$ cat src/rtl/decode_pkg.sv
// decode_pkg: opcode/cond/state encodings, ALU op codes and branch-target ROM contents.
package decode_pkg;
    typedef enum logic [2:0] {
        op_add = 3'b000,
        op_sub = 3'b001,
        op_and = 3'b010,
        op_cmp = 3'b011,
        op_ldi = 3'b100,
        op_lw  = 3'b101,
        op_sw  = 3'b110,
        op_ctl = 3'b111
    } opcode_e;
    typedef enum logic [1:0] {
        cond_bra  = 2'b00,
        cond_bz   = 2'b01,
        cond_bn   = 2'b10,
        cond_halt = 2'b11
    } cond_e;
    typedef enum logic {
        st_run  = 1'b0,
        st_halt = 1'b1
    } state_e;
    localparam logic [1:0] alu_add = 2'b00;
    localparam logic [1:0] alu_sub = 2'b01;
    localparam logic [1:0] alu_and = 2'b10;
    localparam int lut_entries = 16;
    localparam logic [7:0] branch_targets [0:lut_entries-1] = '{
        8'h00, 8'h12, 8'h24, 8'h36, 8'h48, 8'h5A, 8'h6C, 8'h7E,
        8'h81, 8'h93, 8'hA5, 8'hB7, 8'hC9, 8'hDB, 8'hED, 8'hFF
    };
endpackage

$ cat src/rtl/decode_unit_branch_lut.sv
// branch_lut: combinational ROM mapping a 4-bit branch index to its target address.
module branch_lut
    import decode_pkg::*;
#(
    parameter int reg_width = 8
) (
    input  logic [3:0]           idx,
    output logic [reg_width-1:0] target
);
    assign target = reg_width'(branch_targets[idx]);
endmodule

$ cat src/rtl/decode_unit.sv
// decode_unit: instruction decode, branch resolution from registered flags, RUN/HALT FSM, retired-instruction counter.
module decode_unit
    import decode_pkg::*;
#(
    parameter int instr_width = 9,
    parameter int reg_width   = 8,
    parameter int lut_depth   = 16,
    parameter int count_width = 16
) (
    input  logic                   clk,
    input  logic                   start,
    input  logic [instr_width-1:0] instr,
    input  logic                   alu_zero,
    input  logic                   alu_neg,
    output logic                   branch,
    output logic                   taken,
    output logic [reg_width-1:0]   target,
    output logic [1:0]             alu_op,
    output logic [2:0]             rd_addr,
    output logic [2:0]             rs_addr,
    output logic [reg_width-1:0]   imm,
    output logic                   imm_sel,
    output logic                   reg_write,
    output logic                   mem_read,
    output logic                   mem_write,
    output logic                   done,
    output logic [count_width-1:0] instr_count
);
    opcode_e op;
    cond_e cond;
    state_e state, state_next;
    logic z_flag, n_flag, active, is_branch, is_halt, flag_load;
    assign op = opcode_e'(instr[instr_width-1 -: 3]);
    assign cond = cond_e'(instr[5:4]);
    assign active = (state == st_run) && !start;
    assign is_branch = (op == op_ctl) && (cond != cond_halt);
    assign is_halt = (op == op_ctl) && (cond == cond_halt);
    assign flag_load = active && (op == op_add || op == op_sub || op == op_and || op == op_cmp);
    branch_lut #(.reg_width(reg_width)) u_lut (
        .idx    (instr[3:0]),
        .target (target)
    );
    always_comb begin
        alu_op    = (op == op_sub || op == op_cmp) ? alu_sub : (op == op_and) ? alu_and : alu_add;
        rd_addr   = (op == op_ldi) ? 3'd0 : instr[5:3];
        rs_addr   = instr[2:0];
        imm       = reg_width'(instr[5:0]);
        imm_sel   = (op == op_ldi);
        reg_write = active && (op == op_add || op == op_sub || op == op_and || op == op_ldi || op == op_lw);
        mem_read  = active && (op == op_lw);
        mem_write = active && (op == op_sw);
        branch    = active && is_branch;
        taken     = branch && (cond == cond_bra || (cond == cond_bz && z_flag) || (cond == cond_bn && n_flag));
    end
    always_comb begin
        state_next = state;
        if (state == st_run && is_halt) state_next = st_halt;
    end
    always_ff @(posedge clk) begin
        if (start) begin
            state       <= st_run;
            z_flag      <= 1'b0;
            n_flag      <= 1'b0;
            instr_count <= '0;
        end else begin
            state <= state_next;
            if (flag_load) begin
                z_flag <= alu_zero;
                n_flag <= alu_neg;
            end
            if (state == st_run && instr_count != '1) instr_count <= instr_count + 1'b1;
        end
    end
    assign done = (state == st_halt);
endmodule
$ cat config.mk
export PLATFORM = sky130hd
export DESIGN_NAME = decode_unit
export DESIGN_NICKNAME = d
export VERILOG_FILES = /design/src/rtl/decode_pkg.sv /design/src/rtl/decode_unit_branch_lut.sv /design/src/rtl/decode_unit.sv
export SDC_FILE = /design/constraint.sdc
export NUM_CORES = 1
export LEC_CHECK = 0
export CAP_MARGIN = 20
export CORE_MARGIN = 10
export CORE_UTILIZATION = 30
export CTS_CLUSTER_SIZE = 8
export DETAILED_ROUTE_END_ITERATION = 10
export HOLD_SLACK_MARGIN = 0.15
export SYNTH_ARGS = -nofsm -noshare
export SYNTH_HDL_FRONTEND = slang
export SYNTH_HIERARCHICAL = 1
export SYNTH_SLANG_ARGS = --single-unit
$ cat constraint.sdc
create_clock -name clk -period 3 [get_ports clk]
set_input_delay 0.9 -clock clk [delete_from_list [all_inputs] [get_ports clk]]
set_output_delay 0.9 -clock clk [all_outputs]
set_load 0.01 [all_outputs]
## Word level (Yosys, flattened, before mapping)

Memories as Yosys holds them, arrays and structs flattened.
Index checks and enable logic that the tools add are counted.

| storage, ports and cells | value |
|---|---|
| flip-flop bits (word level) | 19 |
| memory bits (read-only) | 128 |
| input port bits | 13 |
| output and inout bits | 47 |
| word-level logic and storage cells | 50 |
| memories kept | 1 |

| cells by class | value |
|---|---|
| add/sub/neg operators | 1 |
| magnitude comparators | 1 |
| eq/ne operators | 12 |
| mux-type cells | 5 |
| bitwise operators | 2 |
| reduce and logical (&&, ||, !) cells | 24 |

Memories:

| name | words | bits a word | rd ports | clocked after memory_dff | wr ports | line | text |
|---|---|---|---|---|---|---|---|
| (name not given) | 16 | 8 | 1 | 0 | 0 | decode_unit_branch_lut.sv:10 | `assign target = reg_width'(branch_targets[idx]);` |

Operator list:

| operator | count |
|---|---|
| $add 16x1->16 const B | 1 |
| $mux 8 | 2 |
| $ne 16x16->1 const B | 1 |
| $logic_and 1x1->1 | 13 |
| $eq 3x3->1 const B | 4 |
| $logic_or 1x1->1 | 8 |
| $eq 3x2->1 const B | 2 |
| $ge 5x5->1 const B | 1 |
| $not 4->5 | 1 |
| $eq 2x2->1 const B | 2 |
| $mux 2 | 2 |
| $eq 3x1->1 const B | 1 |
| $logic_not 3->1 | 1 |
| $mux 3 | 1 |
| $eq 2x1->1 const B | 1 |
| $logic_not 2->1 | 1 |
| $ne 2x2->1 const B | 1 |
| $logic_not 1->1 | 1 |
| $not 1->1 | 1 |

## Longest topological paths before layout

Gate-level depths: netlist of run 1.

| logic depth | value |
|---|---|
| depth after elaboration | 6 |
| mapped depth | 6 |
| gate-level depth less buffers | 5 |

## Cells and area by module

The synthesis of run 1 kept the hierarchy.

Modules (own cells, without submodules):

| module | times used | cells an instance | area each (sq um) | sequential area each (sq um) |
|---|---|---|---|---|
| decode_unit | 1 | 138 | 1143.6 | 380.4 |
| branch_lut | 1 | 8 | 60.1 | 0.0 |

## Least setup slack after synthesis of run 1

No wires, ideal clock.

| timing path | value |
|---|---|
| kind | input to output |
| start | in instr[8] |
| end | out rd_addr[0] |
| data arrival time | 1.792 ns |
| required time | 2.100 ns |
| path slack | 0.308 ns |
| stages | 3 |
| path buffers | 1 |
| path through | clkbuf_1 -> nor3b_1 -> nor2b_1 |

| on the way | value |
|---|---|
| cells in the longest elaborated chain, start to end | 2 |

RTL lines:

| item | line | text |
|---|---|---|
| from (decl) | decode_unit.sv:12 | `input logic [instr_width-1:0] instr,` |
| $eq 3x3->1 | -- |  |
| via imm_sel | decode_unit.sv:22 | `output logic imm_sel,` |
| $mux 3 | decode_unit.sv:45 | `rd_addr = (op == op_ldi) ? 3'd0 : instr[5:3];` |
| to (decl) | decode_unit.sv:19 | `output logic [2:0] rd_addr,` |

The timed path passes the listed nets, and every way through them passes these cells.

## Final worst setup path of run 1

| timing path | value |
|---|---|
| start | in instr[8] |
| end | out rd_addr[2] |

| on the way | value |
|---|---|
| cells in the longest elaborated chain, start to end | 2 |

RTL lines:

| item | line |
|---|---|
| $eq 3x3->1 | decode_unit.sv:45 |
| $mux 3 | decode_unit.sv:45 |

No other way between the ends.

==> summary.txt, run 1 <==
Clock tree
  – Clock Sinks: 19
  – Clock Root Buffer: clkbuf_8
  – Clk slew on worst S/H paths: 0.08 ns
  – CTS tree: built
  – CTS H-tree depth: 1
  – Clock latency on the worst-skew pair: 0.26 ns
  – Hold-fix buffers at CTS: 0
  – Worst-case clock buffer depth: 2
  – CTS Buf Count: 3

Detailed routing
  – DRC Markers: 0
  – Drt initial violations: 26
  – Routed WL per cell: 14.4 um
  – Via count: 1,172
  – Post-DRT Antenna Nets: 0
  – Initial DRT Pass Iterations: 4
  – Via/cell ratio: 5.19
  – DRT Wirelength: 3260 um

Layout
  – Post-layout nets: 193
  – Area Overhead vs Synth: 34.5%
  – FILL cells: 380
  – Share of cells above drive strength 1: 16.3%
  – Final Cell Area: 1620 um^2
  – N_diodes: 0
  – Final core occ: 42.9%

Place
  – Count of port buffers added during placement: 42
  – Placer congestion estimate: 0.740
  – Post-place instance area: 1580 um^2
  – Post-DP HPWL: 2470 um

STA
  – Final setup fails: 0
  – Min Hold Slack: 0.495 ns
  – Worst slew margin: 59.2%
  – Least-Margin Pin Slew: 0.607 ns
  – Unrepaired setup endpoints after global routing: yes
  – Post-route minimum period: 2.95 ns
  – Final Hold Fails: 0
  – F_max: 0.340 GHz
  – Max-slew violations: 0
  – Final Cycle Share: 98.2%
  – Skew final: 0.00312 ns
  – Setup TNS: 0 ns

Synth
  – Post-synthesis cell type count: 40
  – Mux contribution to synthesized area: 0.832%
  – Yosys Warn Count: 6
  – Prevailing post-synth register cell: dfxtp_1
  – Cells after synthesis: 146
  – Synthesis-stage register bit count: 19
  – FFs w/ async S/R, synth: 0%
  – Largest family of logic cells by synthesized area: simple AND/OR/NAND/NOR gates
  – Mapped cell area: 1200 um^2
  – Post-synth EDFFs: 0
  – Mapped Avg Cell Area: 8.24 um^2
  – Fraction of the mapped netlist area in adder cells: 1.04%
  – Simple-Gate Fraction of Synth Area: 31.7%
  – Post-synthesis sequential area ratio: 31.6%
  – Synth Area in XOR/XNOR: 3.64%
  – Post-synthesis compound-gate area fraction: 15.0%

Worst setup path
  – Crit path capture: rd_addr[2]
  – Critical path class: in2out
  – Setup slack, reg-to-reg: 1.04 ns
  – Reg2Reg Depth: 6
  – CP startpoint kind: primary input
  – Worst setup path start: instr[8]
  – R2R Path Start: instr_count[0]
  – Critical Path RT: 2.10 ns
  – Arr. time, crit path: 2.05 ns
  – Worst-path maximum fanout: 4
  – Critical Path End Type: output pin
  – FF-to-FF End: instr_count[14]

Power
  – Pint: 0.399 mW
  – Logic pwr share: 16.1%
  – Pwr dens: 330 nW/um^2
  – Flop pwr share: 49.8%
  – Clock power frac: 34.1%
  – Peak VDD IR: 152 uV
  – Leakage: 0.612 nW
  – Switching power of the nets: 0.135 mW
  – Sw frac: 25.3%
  – Final Total Pwr: 0.534 mW

Die
  – Die Y: 83.3 um
  – Ports: 60
  – Chip Width: 83.3 um
  – Starting Density: 31.9%
  – Placeable Area: 3770 um^2
  – # rows: 22
  – Die area: 6950 um^2

Global routing
  – Grt ovf: 0
  – Initial antenna violation count: 0
  – First-pass GRT wire length: 5570 um
  – Total GRT Usage: 9.11%
  – Vias in the first global route: 1,214
  – Largest net degree at the start of global routing: 21

Worst hold path
  – Hold Crit Class: reg2reg
  – Hold Path Origin: n_flag

Job
  – Maximum Capacitance Violations: 0

Run status
  – Status: completed
critical path: stages:
cell and delay, ns:
clkdlybuf4s50_1 0.50, nor3b_2 0.18, buf_4 0.15, nor2_1 0.04, dlygate4sd2_1 0.28
through the flow:
| step | worst slack, ns | cells |
|---|---|---|
| 5_1_grt | -0.000828 | 226 |
| 4_1_cts | 0.0162 | 226 |
| 2_1_floorplan | 0.308 | 147 |
| 3_5_place_dp | -0.260 | 220 |
| 6_report | 0.0547 | 226 |
| 3_3_place_gp | -0.252 | 220 |
cell usage after synthesis (2+ instances only):
| cell | n | area [um^2] |
|---|---|---|
| buf_4 | 21 | 158 |
| dfxtp_1 | 19 | 380 |
| a21oi_1 | 14 | 70.1 |
| nor2_1 | 11 | 41.3 |
| o21ai_1 | 7 | 35.0 |
| inv_1 | 5 | 18.8 |
| nand2_1 | 5 | 18.8 |
| nand3_1 | 5 | 25.0 |
| nand4_1 | 5 | 31.3 |
| clkbuf_1 | 4 | 15.0 |
| nor2b_1 | 4 | 25.0 |
| or4_1 | 4 | 30.0 |
| xor2_1 | 4 | 35.0 |
| and2_1 | 3 | 18.8 |
| o21ai_0 | 3 | 15.0 |
| o31ai_1 | 3 | 22.5 |
| or3_1 | 3 | 18.8 |
| and3_1 | 2 | 12.5 |
| nor3_1 | 2 | 10.0 |
| nor3b_1 | 2 | 15.0 |
logic make-up (layout without fill, tap and decap cells):
logic type | count (synthesis) | count (layout)
xor+xnor | 5 | 5
mux | 1 | 1
fa+ha+maj | 1 | 1
flops | 19 | 19
buf+inv | 30 | 61
other cells | 1 | 2
simple gates | 58 | 58
compound gates | 31 | 31
placed cells by master (no fill, tap or decap), drive strengths merged:
cell,Yosys,layout
o311ai,1,1
o2111ai,1,1
mux2i,1,1
ha,1,1
o21ai,10,10
nor4b,1,1
and3,2,2
dfxtp,19,19
nor2b,4,4
or2b,1,1
xnor2,1,1
nor3,2,2
or3,3,3
nor2,11,11
a211oi,1,1
clkdlybuf4s50,0,30
nor4,1,1
and2,3,3
a21oi,14,14
or4,4,4
clkbuf,4,6
o31ai,3,3
nor4bb,1,1
clkinv,0,1
or3b,1,1
nor3b,2,2
nand4b,1,1
clkdlybuf4s15,0,3
and4b,3,3
dlygate4sd2,0,5
inv,5,5
nand3,5,5
xor2,4,4
and4,1,1
conb,1,2
buf,21,11
o211ai,1,1
nand2,5,5
nand4,7,7
cell type report:
cell class	instances	area (um^2)	share of cell area, %
Multi-Input combinational cell	98	643	39.7
Timing Repair Buffer	52	470	29.1
Sequential cell	19	380	23.5
Tap cell	48	60.1	3.71
Clock buffer	3	41.3	2.55
Inverter	5	18.8	1.16
Clock inverter	1	5.00	0.309
power groups by stage:
| stage | sequential, mW | combinational, mW | clock [mW] |
|---|---|---|---|
| global placement | 0.271 | 0.0878 | 0 |
| global route | 0.267 | 0.0944 | 0.198 |
| CTS | 0.266 | 0.0871 | 0.186 |
| finish | 0.266 | 0.0860 | 0.182 |
| detailed placement | 0.271 | 0.0889 | 0 |
| floorplan | 0.271 | 0.0561 | 0 |
metal layers:
metal	up-vias	share of wire (%)	GRT usage, %
met5	-	0	0
met4	0	1.1	3.08
met3	5	12	5.27
met2	39	46	15.6
met1	559	40	9.00
li1	569	-	-
flip-flops by register name (all words and copies together) (netlist names):
signal / count
done: 1
instr_count: 16
n_flag: 1
z_flag: 1
worst min path at each step:
stage,endpoint,cells past startpoint
2_1_floorplan,n_flag,2
3_3_place_gp,n_flag,2
3_5_place_dp,n_flag,2
4_1_cts,n_flag,2
5_1_grt,n_flag,2
6_report,n_flag,2
what timing repair did:
| item | CTS | global route |
|---|---|---|
| pin swaps | 1 | 0 |
| hold endpoints to repair | 0 | 0 |
| setup endpoints to repair | 11 | 6 |
| gates resized for setup | 19 | 9 |
| buffers inserted | 2 | 0 |
Note: power is estimated with default switching activity, not from simulation.
==> inputs of run 2 (changes only) <==
--- a/config.mk
+++ b/config.mk
@@ -8,6 +8,7 @@
 export CAP_MARGIN = 20
 export CORE_MARGIN = 10
 export CORE_UTILIZATION = 30
+export CTS_CLUSTER_DIAMETER = 80
 export CTS_CLUSTER_SIZE = 8
 export DETAILED_ROUTE_END_ITERATION = 10
 export HOLD_SLACK_MARGIN = 0.15
==> results of run 2 <==
No change in the layout: final DEF, timing and power equal those of run 1.
